===== config.mk =====
export PLATFORM = sky130hd
export DESIGN_NAME = vc_arbiter
export DESIGN_NICKNAME = d
export VERILOG_FILES = /design/src/rtl/vc_arbiter.sv
export SDC_FILE = /design/constraint.sdc
export NUM_CORES = 1
export LEC_CHECK = 0
export CAP_MARGIN = 30
export CORE_UTILIZATION = 45
export CTS_CLUSTER_DIAMETER = 50
export DETAILED_ROUTE_END_ITERATION = 8
export GPL_TIMING_DRIVEN = 0
export PLACE_DENSITY = 0.74
export REMOVE_ABC_BUFFERS = 1
export SYNTH_ARGS = -nofsm -noshare
export SYNTH_HDL_FRONTEND = slang
export SYNTH_SLANG_ARGS = --single-unit

===== constraint.sdc =====
create_clock -name clk -period 4.7 [get_ports clk]
set_input_delay 0.94 -clock clk [delete_from_list [all_inputs] [get_ports clk]]
set_output_delay 0.94 -clock clk [all_outputs]
set_load 0.02 [all_outputs]

===== src/rtl/vc_arbiter.sv =====
// Weighted round-robin scheduler between two virtual-channel FIFOs.
// It stalls on destination backpressure and forwards each popped word two cycles after its pop.
module vc_arbiter #(
    parameter int BITNUMBER = 5,
    parameter int CNT_W     = 4,
    parameter int WEIGHT0   = 2,
    parameter int WEIGHT1   = 1
) (
    input  logic                 clk,
    input  logic                 reset,
    input  logic                 empty_vc0,
    input  logic                 empty_vc1,
    input  logic [BITNUMBER-1:0] data_vc0,
    input  logic [BITNUMBER-1:0] data_vc1,
    input  logic                 almost_full_d0,
    input  logic                 almost_full_d1,
    output logic                 pop_vc0,
    output logic                 pop_vc1,
    output logic                 valid_out,
    output logic [BITNUMBER-1:0] data_out,
    output logic                 dest_sel,
    output logic                 active_vc
);

    typedef enum logic [1:0] {IDLE, GRANT0, GRANT1, STALL} state_t;

    localparam logic [CNT_W-1:0] CNT_MAX = {CNT_W{1'b1}};
    localparam logic [CNT_W-1:0] W0      = CNT_W'(WEIGHT0);
    localparam logic [CNT_W-1:0] W1      = CNT_W'(WEIGHT1);

    state_t           state_reg;
    logic [CNT_W-1:0] cnt_reg;
    logic             last_reg;
    logic             pipe_valid_reg;
    logic             pipe_sel_reg;
    logic             stall;
    logic [CNT_W-1:0] cnt_inc;

    assign stall     = almost_full_d0 | almost_full_d1;
    assign pop_vc0   = (state_reg == GRANT0) & ~empty_vc0 & ~stall;
    assign pop_vc1   = (state_reg == GRANT1) & ~empty_vc1 & ~stall;
    assign active_vc = (state_reg == GRANT1) | ((state_reg == STALL) & last_reg);
    // Saturating count; >= lets a counter that grew past the weight while alone still hand over.
    assign cnt_inc   = (cnt_reg == CNT_MAX) ? cnt_reg : cnt_reg + 1'b1;

    always_ff @(posedge clk or posedge reset) begin
        if (reset) begin
            state_reg <= IDLE;
            cnt_reg   <= '0;
            last_reg  <= 1'b0;
        end else begin
            case (state_reg)
                IDLE: begin
                    if (stall)           state_reg <= STALL;
                    else if (!empty_vc0) state_reg <= GRANT0;
                    else if (!empty_vc1) state_reg <= GRANT1;
                end
                GRANT0: begin
                    if (stall) begin
                        state_reg <= STALL;
                        last_reg  <= 1'b0;
                    end else if (!empty_vc0) begin
                        if (cnt_inc >= W0 && !empty_vc1) begin
                            state_reg <= GRANT1;
                            cnt_reg   <= '0;
                        end else begin
                            cnt_reg <= cnt_inc;
                        end
                    end else if (!empty_vc1) begin
                        state_reg <= GRANT1;
                        cnt_reg   <= '0;
                    end else begin
                        state_reg <= IDLE;
                        cnt_reg   <= '0;
                    end
                end
                GRANT1: begin
                    if (stall) begin
                        state_reg <= STALL;
                        last_reg  <= 1'b1;
                    end else if (!empty_vc1) begin
                        if (cnt_inc >= W1 && !empty_vc0) begin
                            state_reg <= GRANT0;
                            cnt_reg   <= '0;
                        end else begin
                            cnt_reg <= cnt_inc;
                        end
                    end else if (!empty_vc0) begin
                        state_reg <= GRANT0;
                        cnt_reg   <= '0;
                    end else begin
                        state_reg <= IDLE;
                        cnt_reg   <= '0;
                    end
                end
                default: begin
                    // Return to the interrupted VC keeps its count; any other exit restarts it.
                    if (!stall) begin
                        if (!last_reg && !empty_vc0) begin
                            state_reg <= GRANT0;
                        end else if (last_reg && !empty_vc1) begin
                            state_reg <= GRANT1;
                        end else if (!last_reg && !empty_vc1) begin
                            state_reg <= GRANT1;
                            last_reg  <= 1'b1;
                            cnt_reg   <= '0;
                        end else if (last_reg && !empty_vc0) begin
                            state_reg <= GRANT0;
                            last_reg  <= 1'b0;
                            cnt_reg   <= '0;
                        end else begin
                            state_reg <= IDLE;
                            cnt_reg   <= '0;
                        end
                    end
                end
            endcase
        end
    end

    // The pop is remembered for one cycle so the word is taken when the FIFO presents it.
    always_ff @(posedge clk or posedge reset) begin
        if (reset) begin
            pipe_valid_reg <= 1'b0;
            pipe_sel_reg   <= 1'b0;
            valid_out      <= 1'b0;
            data_out       <= '0;
            dest_sel       <= 1'b0;
        end else begin
            pipe_valid_reg <= pop_vc0 | pop_vc1;
            pipe_sel_reg   <= pop_vc1;
            valid_out      <= pipe_valid_reg;
            if (pipe_valid_reg) begin
                data_out <= pipe_sel_reg ? data_vc1 : data_vc0;
                dest_sel <= pipe_sel_reg ? data_vc1[BITNUMBER-1] : data_vc0[BITNUMBER-1];
            end
        end
    end

endmodule

======== Word-level counts from Yosys, hierarchy flattened ========
Index checks and enable logic that the tools add are counted.
storage, ports and cells
  flip-flop bits (word level) ............. 16
  bits of input ports ..................... 16
cells by class
  $add $sub $neg .......................... 1
  magnitude comparators ................... 2
  eq/ne operators ......................... 15
  multiplexer cells ....................... 38
  bitwise operators ....................... 12
  reductions and logical operators ........ 14
operators with widths
  cell                                                                    count
  4-bit 2-to-1 mux                                                        10
  2-bit 2-to-1 mux                                                        14
  4-bit case mux with 3 select lines                                      1
  1-bit 2-to-1 mux                                                        10
  2-bit != test (second input constant)                                   4
  4-bit by 3-bit != test with 1-bit output (second input constant)        2
  4-bit AND reduction                                                     2
  7-bit AND reduction                                                     1
  1-bit logical AND                                                       6
  3-bit != test (second input constant)                                   2
  2-bit case mux with 3 select lines                                      1
  1-bit AND                                                               5
  5-bit 2-to-1 mux                                                        1
  4-bit by 1-bit adder with 4-bit output (second input constant)          1
  2-bit == test (second input constant)                                   2
  4-bit == test (second input constant)                                   1
  4-bit by 1-bit >= comparator with 1-bit output (second input constant)  1
  4-bit by 2-bit >= comparator with 1-bit output (second input constant)  1
  4-bit by 1-bit != test with 1-bit output (second input constant)        1
  4-bit != test (second input constant)                                   1
  1-bit inverter                                                          4
  1-bit logical NOT                                                       3
  3-bit by 1-bit != test with 1-bit output (second input constant)        1
  1-bit OR                                                                3
  4 further kinds                                                         4

======== Longest topological paths before layout ========
Gate-level depths: netlist (run 1).
  word-level depth ........................ 8
  gate-level depth with buffers ........... 8
  depth with buffers taken out ............ 7

======== Worst setup path before layout (run 1) ========
No wires, ideal clock.
  kind .................................... input to output
  start ................................... input almost_full_d1
  end ..................................... output pop_vc1
  data arrival time ....................... 1687 ps
  required time ........................... 3760 ps
  path slack .............................. 2073 ps
  stages on the path ...................... 3
  buffers on the path ..................... 1
  cell sequence ........................... or2_2 buf_2 nor2_1
between the ends
  longest elaborated chain between the ends .. 3
ends and longest elaborated chain
  element                   line  text
  from (decl)               16    input logic almost_full_d1,
  1-bit OR                  39    assign stall = almost_full_d0 | almost_full_d1;
  1-bit inverter (no line)  -
  1-bit AND                 41    assign pop_vc1 = (state_reg == GRANT1) & ~empty_vc1 & ~stall;
  to (decl)                 18    output logic pop_vc1,
Every way passes these cells.

======== Final worst setup path (run 1) ========
  start ................................... input empty_vc0
  end ..................................... output pop_vc0
between the ends
  longest elaborated chain between the ends .. 3
ends and longest elaborated chain
  element                 line  text
  from (decl)             11    input logic empty_vc0,
  1-bit inverter          40    assign pop_vc0 = (state_reg == GRANT0) & ~empty_vc0 & ~stall;
  1-bit AND (2 in a row)  40
  to (decl)               17    output logic pop_vc0,
Every way passes these cells.

==> results.sh, run 1 <==
export IMPL_dp_cells=167
export IMPL_seq_area_frac_synth_pct=35.0
export IMPL_cts_resized=0
export IMPL_synth_top_family_by_area="compound AO/OA/AOI/OAI gates"
export IMPL_worstPathCellList="clkdlybuf4s50_1, nand2b_2, nor2_1, clkdlybuf4s50_1"
export IMPL_synthXorXnorAreaFrac_pct=0
export IMPL_die_h_um=50.8
export IMPL_netlist_area_mm2=0.00107
export IMPL_maxSlewHeadroom_pct=61.6
export IMPL_n_antenna_cell=0
export IMPL_fmax_ghz=0.284
export IMPL_post_cts_buffers=0
export IMPL_synth_simple_area_share_pct=18.7
export IMPL_start_util_pct=48.0
export IMPL_antenna_found_initial=0
export IMPL_ant_nets=0
export IMPL_dpl_hpwl_um=1720
export IMPL_synthAdderAreaFrac_pct=9.35
export IMPL_critPathBufInv=2
export IMPL_synth_seq_cells=15
export IMPL_fin_crit_ps=3520
export IMPL_num_vias=938
export IMPL_synth_area_leaders="dfrtp_1 (35%), ha_1 (9.3%), mux2i_1 (6.5%), a21oi_1 (5.1%), nor2_1 (4.9%)"
export IMPL_yosysWarningCount=0
export IMPL_cts_sinks=15
export IMPL_status="completed"
export IMPL_synth_cells=120
export IMPL_grt_pass1_vias=902
export IMPL_gp_congestion=0.806
export IMPL_finalNonFillerCells=171
export IMPL_cpMaxStageDelayCell="clkdlybuf4s50_1"
export IMPL_cp_start_kind="primary input"
export IMPL_cts_buffer_depth=2
export IMPL_wirelength_um=2180
export IMPL_cts_buffers=3
export IMPL_holdPathStages=2
export IMPL_first_iter_violations=17
export IMPL_cp_required_ps=3760
export IMPL_ctsHoldBuffers=0
export IMPL_path_delay_family="buffers and inverters"
export IMPL_syn_to_final_growth_pct=26.4
export IMPL_die_w_um=50.8
export IMPL_htreeDepth=1
export IMPL_timing_final_crit_share_pct=75.0
export IMPL_cpMostUsedCell="clkdlybuf4s50_1"
export IMPL_rsz0062_at_grt="false"
export IMPL_p_per_area_mw_per_mm2=511
export IMPL_overflow=0
export IMPL_dieArea_mm2=0.00258
export IMPL_numPortBuffers=25
export IMPL_std_cell_rows=17
export IMPL_max_vdd_ir_drop_v=0.000403
export IMPL_clockRootBuffer="clkbuf_4"
export IMPL_clkTransAtPathRegs_ps=90
export IMPL_setup_tns_ps=0
export IMPL_num_io_pins=26
export IMPL_r2r_slack_ps=2560
export IMPL_ys_flop_type="dfrtp_1"
export IMPL_core_area_mm2=0.00223
export IMPL_setup_viol=0
export IMPL_r2r_cells=6
export IMPL_path_class="in -> out"
export IMPL_drc=0
export IMPL_drive_gt1_share_pct=8.39
export IMPL_cp_arrival_ps=2580
export IMPL_syn_area_per_cell_um2=8.93
export IMPL_maxCapViolations=0
export IMPL_r2r_end="cnt_reg[0]"
export IMPL_wl_per_cell_um=12.7
export IMPL_yosysUniqueCellTypes=39
export IMPL_cp_max_fo=12
export IMPL_grt_max_degree=16
export IMPL_firstDrtPassIters=4
export IMPL_worstReg2RegStart="cnt_reg[1]"
export IMPL_min_from="data_out[3]"
export IMPL_synthArstFlopShare_pct=100
export IMPL_p_leak_nw=0.575
export IMPL_synth_compound_area_share_pct=24.2
export IMPL_synth_edf_count=0
export IMPL_hp_class="reg -> reg"
export IMPL_synth_top_cell_by_area="dfrtp_1"
export IMPL_largest_register_ffs=5
export IMPL_min_delay_worst_endpoint="data_out[3]"
export IMPL_hold_viol=0
export IMPL_insertion_delay_ps=280
export IMPL_holdWs_ps=532
export IMPL_grtUsageTotal_pct=18.6
export IMPL_skew_ps=7.16
export IMPL_grt_pass1_wl_um=3680
export IMPL_crit_path_end_kind="output port"
export IMPL_yosysTopAreaCellShare_pct=35.0
export IMPL_cts_tree="yes"
export IMPL_worst_slew_pin_slew_ps=575
export IMPL_via_per_inst=5.49
export IMPL_fin_nets=168
export IMPL_synthMuxAreaShare_pct=7.59
export IMPL_slowest_delay_ps=620
export IMPL_finalMaxSlewViolations=0
## Yosys cell counts (2+ instances only)
library cell,instances
mux2i_1,7
inv_1,7
a21oi_1,11
nor2_1,14
nand2_1,6
o31ai_1,3
ha_1,8
and2_1,3
clkbuf_1,3
o21a_1,2
dfrtp_1,15
a31oi_1,5
nor3_1,3
nand2b_1,2
o21ai_0,5
or2_2,2
nor2b_1,2
## per-layer routing
layer	part of all wire, %	GRT usage [%]
met1	45	22.5
met2	50	33.8
met3	5.1	3.64
met4	0	4.17
met5	0	0
## tightest hold or removal path: stages, from the launching register on
cell and delay [ps]:
dfrtp_1 350, nor2_1 40, a21oi_1 100
## layout make-up
| class | count | area (um2) |
|---|---|---|
| inverter | 7 | 26.3 |
| multi-input combinational | 92 | 641 |
| sequential | 15 | 375 |
| tap | 28 | 35.0 |
| clock buffer | 4 | 26.3 |
| timing repair buffer | 25 | 250 |
| fill | 201 | 880 |
## where the power goes
part | leakage (nW) | switching [mW] | internal, mW
combinational | 0.374 | 0.211 | 0.192
clock | 0.0150 | 0.0414 | 0.0329
sequential | 0.187 | 0.0420 | 0.173
## cell families after synthesis
kind of cell | after synthesis
and+or+nand+nor | 39
AOI/OAI and AO/OA | 37
DFF | 15
buffers and inverters | 13
muxes | 8
adders and majority gates | 8
## worst max-delay path by stage
stage / startpoint / to / slack (ps) / cells past startpoint
floorplan: almost_full_d1 / pop_vc1 / 2140 / 2
global placement: empty_vc0 / pop_vc0 / 1200 / 4
detailed placement: empty_vc0 / pop_vc0 / 1190 / 4
CTS: empty_vc0 / pop_vc0 / 1190 / 4
global route: empty_vc0 / pop_vc0 / 1090 / 4
finish: empty_vc0 / pop_vc0 / 1180 / 4
## cell usage in the layout, fill, tap and decap left out, drive strengths merged, types with 2 or more instances in the layout
cell           count
nand2              6
clkbuf             4
nor2              14
o31ai              3
clkdlybuf4s50     25
dfrtp             15
a21oi             11
a31oi              5
nand2b             3
nor3               3
ha                 8
nor2b              2
mux2i              7
and2               3
o21a               2
o21ai              5
inv                7
or2                2
## per-stage QoR
| stage | power [mW] | utilization (%) | setup slack (ps) | instance area (um2) |
|---|---|---|---|---|
| CTS | 0.696 | 60.6 | 1190 | 1350 |
| global route | 0.748 | 60.6 | 1090 | 1350 |
| floorplan | 0.483 | - | 2140 | 1040 |
| global placement | 0.608 | 59.4 | 1200 | 1330 |
| finish | 0.691 | 60.6 | 1180 | 1350 |
| detailed placement | 0.621 | 59.4 | 1190 | 1330 |
No activity file was read; power rests on OpenSTA's default activity.
==> run 2: changes to the inputs <==
Clock period 4.7 ns to 3.3 ns, I/O delays scaled along.
==> results of run 2 <==
Same layout as run 1 (identical final DEF). Status: completed.
Main changes from that run: setup slack after placement 1190 ps -> 353 ps; setup slack after layout 1180 ps -> 337 ps; register-to-register setup slack 2560 ps -> 1160 ps; total power 0.691 mW -> 0.984 mW; worst IR drop on VDD 0.000403 V -> 0.000574 V
